## config.mk

```make
export PLATFORM = sky130hd
export DESIGN_NAME = snake_body_engine_flat
export DESIGN_NICKNAME = d
export VERILOG_FILES = /design/src/rtl/snake_if.sv /design/src/rtl/snake_body_engine.sv /design/src/flat_wrapper.sv
export SDC_FILE = /design/constraint.sdc
export NUM_CORES = 2
export LEC_CHECK = 0
export CAP_MARGIN = 20
export CORE_ASPECT_RATIO = 1.25
export CORE_MARGIN = 2
export CORE_UTILIZATION = 40
export DETAILED_ROUTE_END_ITERATION = 8
export PLACE_DENSITY = 0.51
export SLEW_MARGIN = 20
export SYNTH_ARGS = -nofsm -noshare
export SYNTH_HDL_FRONTEND = slang
export SYNTH_SLANG_ARGS = --single-unit
```

## constraint.sdc

```tcl
create_clock -name clk -period 9.1 [get_ports clk]
set_input_delay 0.91 -clock clk [delete_from_list [all_inputs] [get_ports clk]]
set_output_delay 0.91 -clock clk [all_outputs]
set_load 0.005 [all_outputs]
```

## src/rtl/snake_if.sv

```systemverilog
// Control/status bundle between the game logic, the VGA renderer and snake_body_engine.
interface snake_if #(
    parameter int X_W = 6,
    parameter int Y_W = 5,
    parameter int L_W = 7
);
    logic           start;
    logic           step;
    logic           dir_valid;
    logic [1:0]     dir_req;
    logic           grow;
    logic [X_W-1:0] head_x;
    logic [Y_W-1:0] head_y;
    logic [L_W-1:0] length;
    logic [1:0]     state;
    logic           hit_wall;
    logic           hit_body;
    logic [X_W-1:0] q_x;
    logic [Y_W-1:0] q_y;
    logic           q_occ;
    logic           q_head;

    modport master (
        output start, step, dir_valid, dir_req, grow, q_x, q_y,
        input  head_x, head_y, length, state, hit_wall, hit_body, q_occ, q_head
    );

    modport slave (
        input  start, step, dir_valid, dir_req, grow, q_x, q_y,
        output head_x, head_y, length, state, hit_wall, hit_body, q_occ, q_head
    );
endinterface

```

## src/rtl/snake_body_engine.sv

```systemverilog
// Snake body engine: ring buffer of segment coordinates plus a grid occupancy bitmap.
// Optional macro SNAKE_WRAP_EN: the grid wraps at its edges instead of killing the snake.
module snake_body_engine #(
    parameter int GRID_W   = 40,
    parameter int GRID_H   = 30,
    parameter int X_W      = 6,
    parameter int Y_W      = 5,
    parameter int MAX_LEN  = 64,
    parameter int INIT_LEN = 3,
    parameter int L_W      = 7
) (
    input  logic   clk,
    input  logic   rst,
    snake_if.slave bus
);
    localparam int CELLS = GRID_W * GRID_H;
    localparam int C_W   = $clog2(CELLS);
    localparam int P_W   = $clog2(MAX_LEN);
`ifdef SNAKE_WRAP_EN
    localparam bit WALLS = 1'b0;
`else
    localparam bit WALLS = 1'b1;
`endif
    localparam logic [1:0] DIR_UP = 2'b00, DIR_DOWN = 2'b01, DIR_LEFT = 2'b10, DIR_RIGHT = 2'b11;

    typedef enum logic [2:0] {S_IDLE, S_INIT, S_RUN, S_MOVE1, S_MOVE2, S_DEAD} state_t;
    state_t state_reg, state_next;

    logic [X_W-1:0]   ring_x [MAX_LEN];
    logic [Y_W-1:0]   ring_y [MAX_LEN];
    logic [CELLS-1:0] bitmap_reg;
    logic [P_W-1:0]   head_ptr_reg, tail_ptr_reg, init_cnt_reg, ring_wa;
    logic [X_W-1:0]   head_x_reg, tail_x_reg, nx_reg, nx, init_x, ring_wx;
    logic [Y_W-1:0]   head_y_reg, tail_y_reg, ny_reg, ny, init_y, ring_wy;
    logic [L_W-1:0]   length_reg;
    logic [1:0]       dir_reg, pend_reg, pend_next, state_out;
    logic             grow_reg, move_grow_reg, eff_grow;
    logic             wall_reg, body_reg, at_edge, body_hit;
    logic             hit_wall_reg, hit_body_reg, q_occ_reg, q_head_reg, q_in;
    logic             start_go, step_go, init_wr, init_last, commit, die, ring_we;

    function automatic logic [C_W-1:0] cell_idx(input logic [X_W-1:0] x, input logic [Y_W-1:0] y);
        return C_W'(y) * C_W'(GRID_W) + C_W'(x);
    endfunction

    always_ff @(posedge clk) begin
        if (rst) state_reg <= S_IDLE;
        else     state_reg <= state_next;
    end

    always_comb begin
        state_next = state_reg;
        start_go   = 1'b0;
        step_go    = 1'b0;
        init_wr    = 1'b0;
        commit     = 1'b0;
        die        = 1'b0;
        init_last  = (init_cnt_reg == P_W'(INIT_LEN - 1));
        case (state_reg)
            S_IDLE, S_DEAD: if (bus.start) begin
                start_go   = 1'b1;
                state_next = S_INIT;
            end
            S_INIT: begin
                init_wr = 1'b1;
                if (init_last) state_next = S_RUN;
            end
            S_RUN: if (bus.step) begin
                step_go    = 1'b1;
                state_next = S_MOVE1;
            end
            S_MOVE1: state_next = S_MOVE2;
            S_MOVE2: begin
                if (wall_reg || body_reg) begin
                    die        = 1'b1;
                    state_next = S_DEAD;
                end else begin
                    commit     = 1'b1;
                    state_next = S_RUN;
                end
            end
            default: state_next = S_IDLE;
        endcase
    end

    // A request exactly opposite to the committed heading is dropped.
    always_comb begin
        pend_next = pend_reg;
        if (bus.dir_valid && (bus.dir_req != (dir_reg ^ 2'b01))) pend_next = bus.dir_req;
    end

    // Next head always holds the wrapped coordinate, so the bitmap index stays in range.
    always_comb begin
        nx      = head_x_reg;
        ny      = head_y_reg;
        at_edge = 1'b0;
        case (dir_reg)
            DIR_UP:    if (head_y_reg == '0) begin at_edge = 1'b1; ny = Y_W'(GRID_H - 1); end
                       else ny = head_y_reg - Y_W'(1);
            DIR_DOWN:  if (head_y_reg == Y_W'(GRID_H - 1)) begin at_edge = 1'b1; ny = '0; end
                       else ny = head_y_reg + Y_W'(1);
            DIR_LEFT:  if (head_x_reg == '0) begin at_edge = 1'b1; nx = X_W'(GRID_W - 1); end
                       else nx = head_x_reg - X_W'(1);
            default:   if (head_x_reg == X_W'(GRID_W - 1)) begin at_edge = 1'b1; nx = '0; end
                       else nx = head_x_reg + X_W'(1);
        endcase
        eff_grow = move_grow_reg && (length_reg < L_W'(MAX_LEN));
        body_hit = !(at_edge && WALLS) && bitmap_reg[cell_idx(nx, ny)]
                   && !((nx == tail_x_reg) && (ny == tail_y_reg) && !eff_grow);
    end

    assign init_x  = X_W'(GRID_W / 2 - INIT_LEN + 1) + X_W'(init_cnt_reg);
    assign init_y  = Y_W'(GRID_H / 2);
    assign ring_we = init_wr | commit;
    assign ring_wa = init_wr ? init_cnt_reg : head_ptr_reg + P_W'(1);
    assign ring_wx = init_wr ? init_x : nx_reg;
    assign ring_wy = init_wr ? init_y : ny_reg;
    assign q_in    = (int'(bus.q_x) < GRID_W) && (int'(bus.q_y) < GRID_H);

    // Tail coordinate is read registered; the tail pointer is stable for two cycles before any C1.
    always_ff @(posedge clk) begin
        if (ring_we) begin
            ring_x[ring_wa] <= ring_wx;
            ring_y[ring_wa] <= ring_wy;
        end
        tail_x_reg <= ring_x[tail_ptr_reg];
        tail_y_reg <= ring_y[tail_ptr_reg];
    end

    always_ff @(posedge clk) begin
        if (rst) begin
            head_x_reg    <= '0;
            head_y_reg    <= '0;
            length_reg    <= '0;
            bitmap_reg    <= '0;
            head_ptr_reg  <= '0;
            tail_ptr_reg  <= '0;
            init_cnt_reg  <= '0;
            dir_reg       <= DIR_RIGHT;
            pend_reg      <= DIR_RIGHT;
            grow_reg      <= 1'b0;
            move_grow_reg <= 1'b0;
            nx_reg        <= '0;
            ny_reg        <= '0;
            wall_reg      <= 1'b0;
            body_reg      <= 1'b0;
            hit_wall_reg  <= 1'b0;
            hit_body_reg  <= 1'b0;
            q_occ_reg     <= 1'b0;
            q_head_reg    <= 1'b0;
        end else begin
            hit_wall_reg <= 1'b0;
            hit_body_reg <= 1'b0;
            pend_reg     <= pend_next;
            if (bus.grow) grow_reg <= 1'b1;
            if (start_go) begin
                bitmap_reg   <= '0;
                length_reg   <= '0;
                head_ptr_reg <= '0;
                tail_ptr_reg <= '0;
                init_cnt_reg <= '0;
                dir_reg      <= DIR_RIGHT;
                pend_reg     <= DIR_RIGHT;
            end
            if (init_wr) begin
                bitmap_reg[cell_idx(init_x, init_y)] <= 1'b1;
                head_x_reg   <= init_x;
                head_y_reg   <= init_y;
                head_ptr_reg <= init_cnt_reg;
                init_cnt_reg <= init_cnt_reg + P_W'(1);
                length_reg   <= length_reg + L_W'(1);
            end
            if (step_go) begin
                dir_reg       <= pend_next;
                move_grow_reg <= grow_reg | bus.grow;
                grow_reg      <= 1'b0;
            end
            if (state_reg == S_MOVE1) begin
                nx_reg   <= nx;
                ny_reg   <= ny;
                wall_reg <= at_edge && WALLS;
                body_reg <= body_hit;
            end
            if (die) begin
                hit_wall_reg <= wall_reg;
                hit_body_reg <= !wall_reg && body_reg;
            end
            // Tail clear precedes head set so moving into the vacated tail cell leaves it occupied.
            if (commit) begin
                if (!eff_grow) begin
                    bitmap_reg[cell_idx(tail_x_reg, tail_y_reg)] <= 1'b0;
                    tail_ptr_reg <= tail_ptr_reg + P_W'(1);
                end else begin
                    length_reg <= length_reg + L_W'(1);
                end
                bitmap_reg[cell_idx(nx_reg, ny_reg)] <= 1'b1;
                head_x_reg   <= nx_reg;
                head_y_reg   <= ny_reg;
                head_ptr_reg <= head_ptr_reg + P_W'(1);
            end
            q_occ_reg  <= q_in && bitmap_reg[cell_idx(bus.q_x, bus.q_y)];
            q_head_reg <= q_in && (length_reg != '0) && (bus.q_x == head_x_reg) && (bus.q_y == head_y_reg);
        end
    end

    always_comb begin
        case (state_reg)
            S_IDLE:  state_out = 2'b00;
            S_INIT:  state_out = 2'b01;
            S_DEAD:  state_out = 2'b11;
            default: state_out = 2'b10;
        endcase
    end

    assign bus.head_x   = head_x_reg;
    assign bus.head_y   = head_y_reg;
    assign bus.length   = length_reg;
    assign bus.state    = state_out;
    assign bus.hit_wall = hit_wall_reg;
    assign bus.hit_body = hit_body_reg;
    assign bus.q_occ    = q_occ_reg;
    assign bus.q_head   = q_head_reg;
endmodule

```

## src/flat_wrapper.sv

```systemverilog
// flat-port wrapper written by rule: the top's interface ports become plain ports
module snake_body_engine_flat 
#(
    parameter int GRID_W   = 40,
    parameter int GRID_H   = 30,
    parameter int X_W      = 6,
    parameter int Y_W      = 5,
    parameter int MAX_LEN  = 64,
    parameter int INIT_LEN = 3,
    parameter int L_W      = 7
)
  (clk, rst, bus_start, bus_step, bus_dir_valid, bus_dir_req, bus_grow, bus_q_x, bus_q_y, bus_head_x, bus_head_y, bus_length, bus_state, bus_hit_wall, bus_hit_body, bus_q_occ, bus_q_head);
  snake_if #(.X_W(X_W), .Y_W(Y_W), .L_W(L_W)) bus_i ();
  input  logic clk;
  input  logic rst;
  input wire logic [$bits(bus_i.start)-1:0] bus_start;
  input wire logic [$bits(bus_i.step)-1:0] bus_step;
  input wire logic [$bits(bus_i.dir_valid)-1:0] bus_dir_valid;
  input wire logic [$bits(bus_i.dir_req)-1:0] bus_dir_req;
  input wire logic [$bits(bus_i.grow)-1:0] bus_grow;
  input wire logic [$bits(bus_i.q_x)-1:0] bus_q_x;
  input wire logic [$bits(bus_i.q_y)-1:0] bus_q_y;
  output wire logic [$bits(bus_i.head_x)-1:0] bus_head_x;
  output wire logic [$bits(bus_i.head_y)-1:0] bus_head_y;
  output wire logic [$bits(bus_i.length)-1:0] bus_length;
  output wire logic [$bits(bus_i.state)-1:0] bus_state;
  output wire logic [$bits(bus_i.hit_wall)-1:0] bus_hit_wall;
  output wire logic [$bits(bus_i.hit_body)-1:0] bus_hit_body;
  output wire logic [$bits(bus_i.q_occ)-1:0] bus_q_occ;
  output wire logic [$bits(bus_i.q_head)-1:0] bus_q_head;
  assign bus_i.start = bus_start;
  assign bus_i.step = bus_step;
  assign bus_i.dir_valid = bus_dir_valid;
  assign bus_i.dir_req = bus_dir_req;
  assign bus_i.grow = bus_grow;
  assign bus_i.q_x = bus_q_x;
  assign bus_i.q_y = bus_q_y;
  assign bus_head_x = bus_i.head_x;
  assign bus_head_y = bus_i.head_y;
  assign bus_length = bus_i.length;
  assign bus_state = bus_i.state;
  assign bus_hit_wall = bus_i.hit_wall;
  assign bus_hit_body = bus_i.hit_body;
  assign bus_q_occ = bus_i.q_occ;
  assign bus_q_head = bus_i.q_head;
  snake_body_engine #(.GRID_W(GRID_W), .GRID_H(GRID_H), .X_W(X_W), .Y_W(Y_W), .MAX_LEN(MAX_LEN), .INIT_LEN(INIT_LEN), .L_W(L_W)) u_core (.clk(clk), .rst(rst), .bus(bus_i));
endmodule
```

==> results.ini <==
[clock_network]
cts_resized=0
path_clk_slew_ps=60
cts.htree.levels=4
clock_latency_ps=910
clockRootBuffer=clkbuf_16
clock_sinks=1977
cts_made_buffers=215
cts_setup_buffers=0
clock_path_buffers=4
cts_tree=yes
cts.hold.buffers_added=0

[die]
rows=206
dieArea_um2=258000
die_w_um=455
die_h_um=567
start_util_pct=40.3
coreArea_um2=252000
io_pins=43

[sta]
worst_pin_slew_ps=1370
finalSetupTns_ps=0
fin_crit_ps=7590
rsz0062_at_grt=false
whs_ps=315
report.final.slew_viol_count=0
max_freq_mhz=132
fin_crit_sh_pct=83.4
slew_headroom_pct=8.71
hold_viol_final=0
fin_skew_ps=69.3
setup_viol=0

[synth]
syn_area_um2=102000
ys_seq_elements=1977
netlist_instances=10500
synthFlopType=dfxtp_1
synth_fp_nets=10600
yosysSeqAreaShare_pct=45.9
synth_area_per_cell_um2=9.64
synth_warnings=0
yosysTopAreaCell=dfxtp_1
synth_top_area_share_pct=25.1
synth_area_leaders=dfxtp_1 25%, edfxtp_1 21%, mux4_2 14%, a32oi_1 8.6%, nand2_1 7.7%
synth_cell_types=79
async_flop_share_pct=0
synth_edf_count=704

[global_routing]
antenna_found_initial=24
grt_usage_pct=36.4
overflow=0
grt_pass1_vias=87500
grt_pass1_wl_mm=678
grt_max_degree=215

[critical_path]
critPathMaxFanout=18
crit_required_ps=9900
endpoint_kind=flop
path_class=flop to flop
critPathArrivalTime_ps=8400
worstSetupStartpointType=flop

[place]
gp_congestion=0.969
dp_hpwl_mm=279
placement.io_buffers=42
dpl_cell_area_um2=105000

[cells_and_area]
postLayoutCoreUtil_pct=44.6
area_delta_synth_final_pct=10.8
nets=10000
fillers=23500
final_common_cell=nand2_1
final_cell_mix=2,070 x nand2_1, 1,322 x nor2_1, 1,269 x dfxtp_1
largest_reg_flops=1200
layout-drive-gt1-share_pct=14.9
final_area_um2=113000

[power]
p_leak_nw=34.0
ir_worst_vdd_v=0.000184
p_per_area_nw_per_um2=183

[route]
wirelength_mm=485
drt_iter0_markers=15400
wl_per_cell_um=36.0
vias_per_cell=6.94
vias=93600
antenna_left=0
drcViolationCount=0
dr.pass1.iters=9

[outcome]
status=complete, no violations

[flow_run]
maxCapViolations=0

[min_path]
hold_path.class=input port to flop

[stage by stage]
stage	cells	setup slack (ps)	total power (W)
after floorplan	10500	4210	0.0106
after global placement	13100	1920	0.0116
after detailed placement	13100	1850	0.0116
after CTS	13500	1770	0.0206
after global routing	13500	1570	0.0210
final	13500	1510	0.0206
[final cells by class]
cell class | count | area, um2 | share of cell area, %
inverters | 36 | 135 | 0.120
multi-input cells | 7383 | 51400 | 45.7
clock buffers | 304 | 6200 | 5.51
clock inverters | 83 | 857 | 0.761
well taps | 3328 | 4160 | 3.70
repair buffers | 356 | 3110 | 2.76
diodes | 20 | 50.0 | 0.0444
flip-flops and latches | 1977 | 46600 | 41.4
[routing by layer]
layer | wire [um] | global-route usage [%] | up-vias
met4 | 43000 | 27.7 | 18
met3 | 57900 | 10.0 | 1849
met5 | 113 | 0 | -
li1 | - | - | 38100
met2 | 212000 | 54.0 | 7086
met1 | 172000 | 44.9 | 46500
[where the power goes]
| group | switching, W | internal [W] |
|---|---|---|
| Combinational | 0.00190 | 0.000495 |
| Sequential | 0.0000329 | 0.00918 |
| Clock | 0.00389 | 0.00515 |
| Total | 0.00582 | 0.0148 |
[synthesized netlist by cell type, types with 7 or more instances]
cell,number
a211oi_1,50
a21o_1,18
nand3_1,234
fa_1,8
mux2i_1,98
o21a_1,7
a32oi_1,1000
nor3_1,47
a31oi_1,105
nand2b_1,20
nor2_1,1483
edfxtp_1,704
inv_1,35
nand4_1,55
buf_1,66
a22oi_1,212
nor3b_1,9
nor2b_1,17
buf_2,129
a221oi_1,24
o22ai_1,13
a311oi_1,40
o21ai_0,180
xnor2_1,44
a21oi_1,686
and2_1,23
clkbuf_1,942
and3_1,82
dfxtp_1,1273
or2_2,12
or3_1,12
o211ai_1,8
mux4_2,629
ha_1,53
xor2_1,33
nand2_1,2075
nor4_1,12
[cell families after synthesis]
logic type	after synthesis	synth area share [%]
and+or+nand+nor	4104	16.2
AOI/OAI and AO/OA	2409	16.9
DFF	1977	45.9
buffers and inverters	1175	4.51
muxes	732	15.0
xor gates and xnor gates	77	0.664
adders and majority gates	61	0.810
[worst max-delay path, cell delays in order, from the launching register on]
cell      delay (ps)
dfxtp_1          820
inv_1            190
ha_1             300
nor2b_1          180
a211oi_1         400
a221oi_1         140
a21oi_1          370
ha_2             260
inv_1             50
fa_2             430
xnor2_2          770
nand2_1          600
nor2_1          1060
a31oi_1          220
nand4_1          170
nor3_1            60
a2111o_1         390
a31oi_1          580
nor3_1           160
o31a_1           320
[path summary, 6_finish.rpt]
path	to	cells after the start	slack [ps]	from
max	u_core.body_reg	19	1510	u_core.bus.head_x[0]
min	u_core.bus.length[5]	2	310	rst
max reg2reg	u_core.body_reg	19	1510	u_core.bus.head_x[0]
min reg2reg	u_core.head_ptr_reg[1]	2	500	u_core.head_ptr_reg[1]
(Power assumes the default switching activity.)
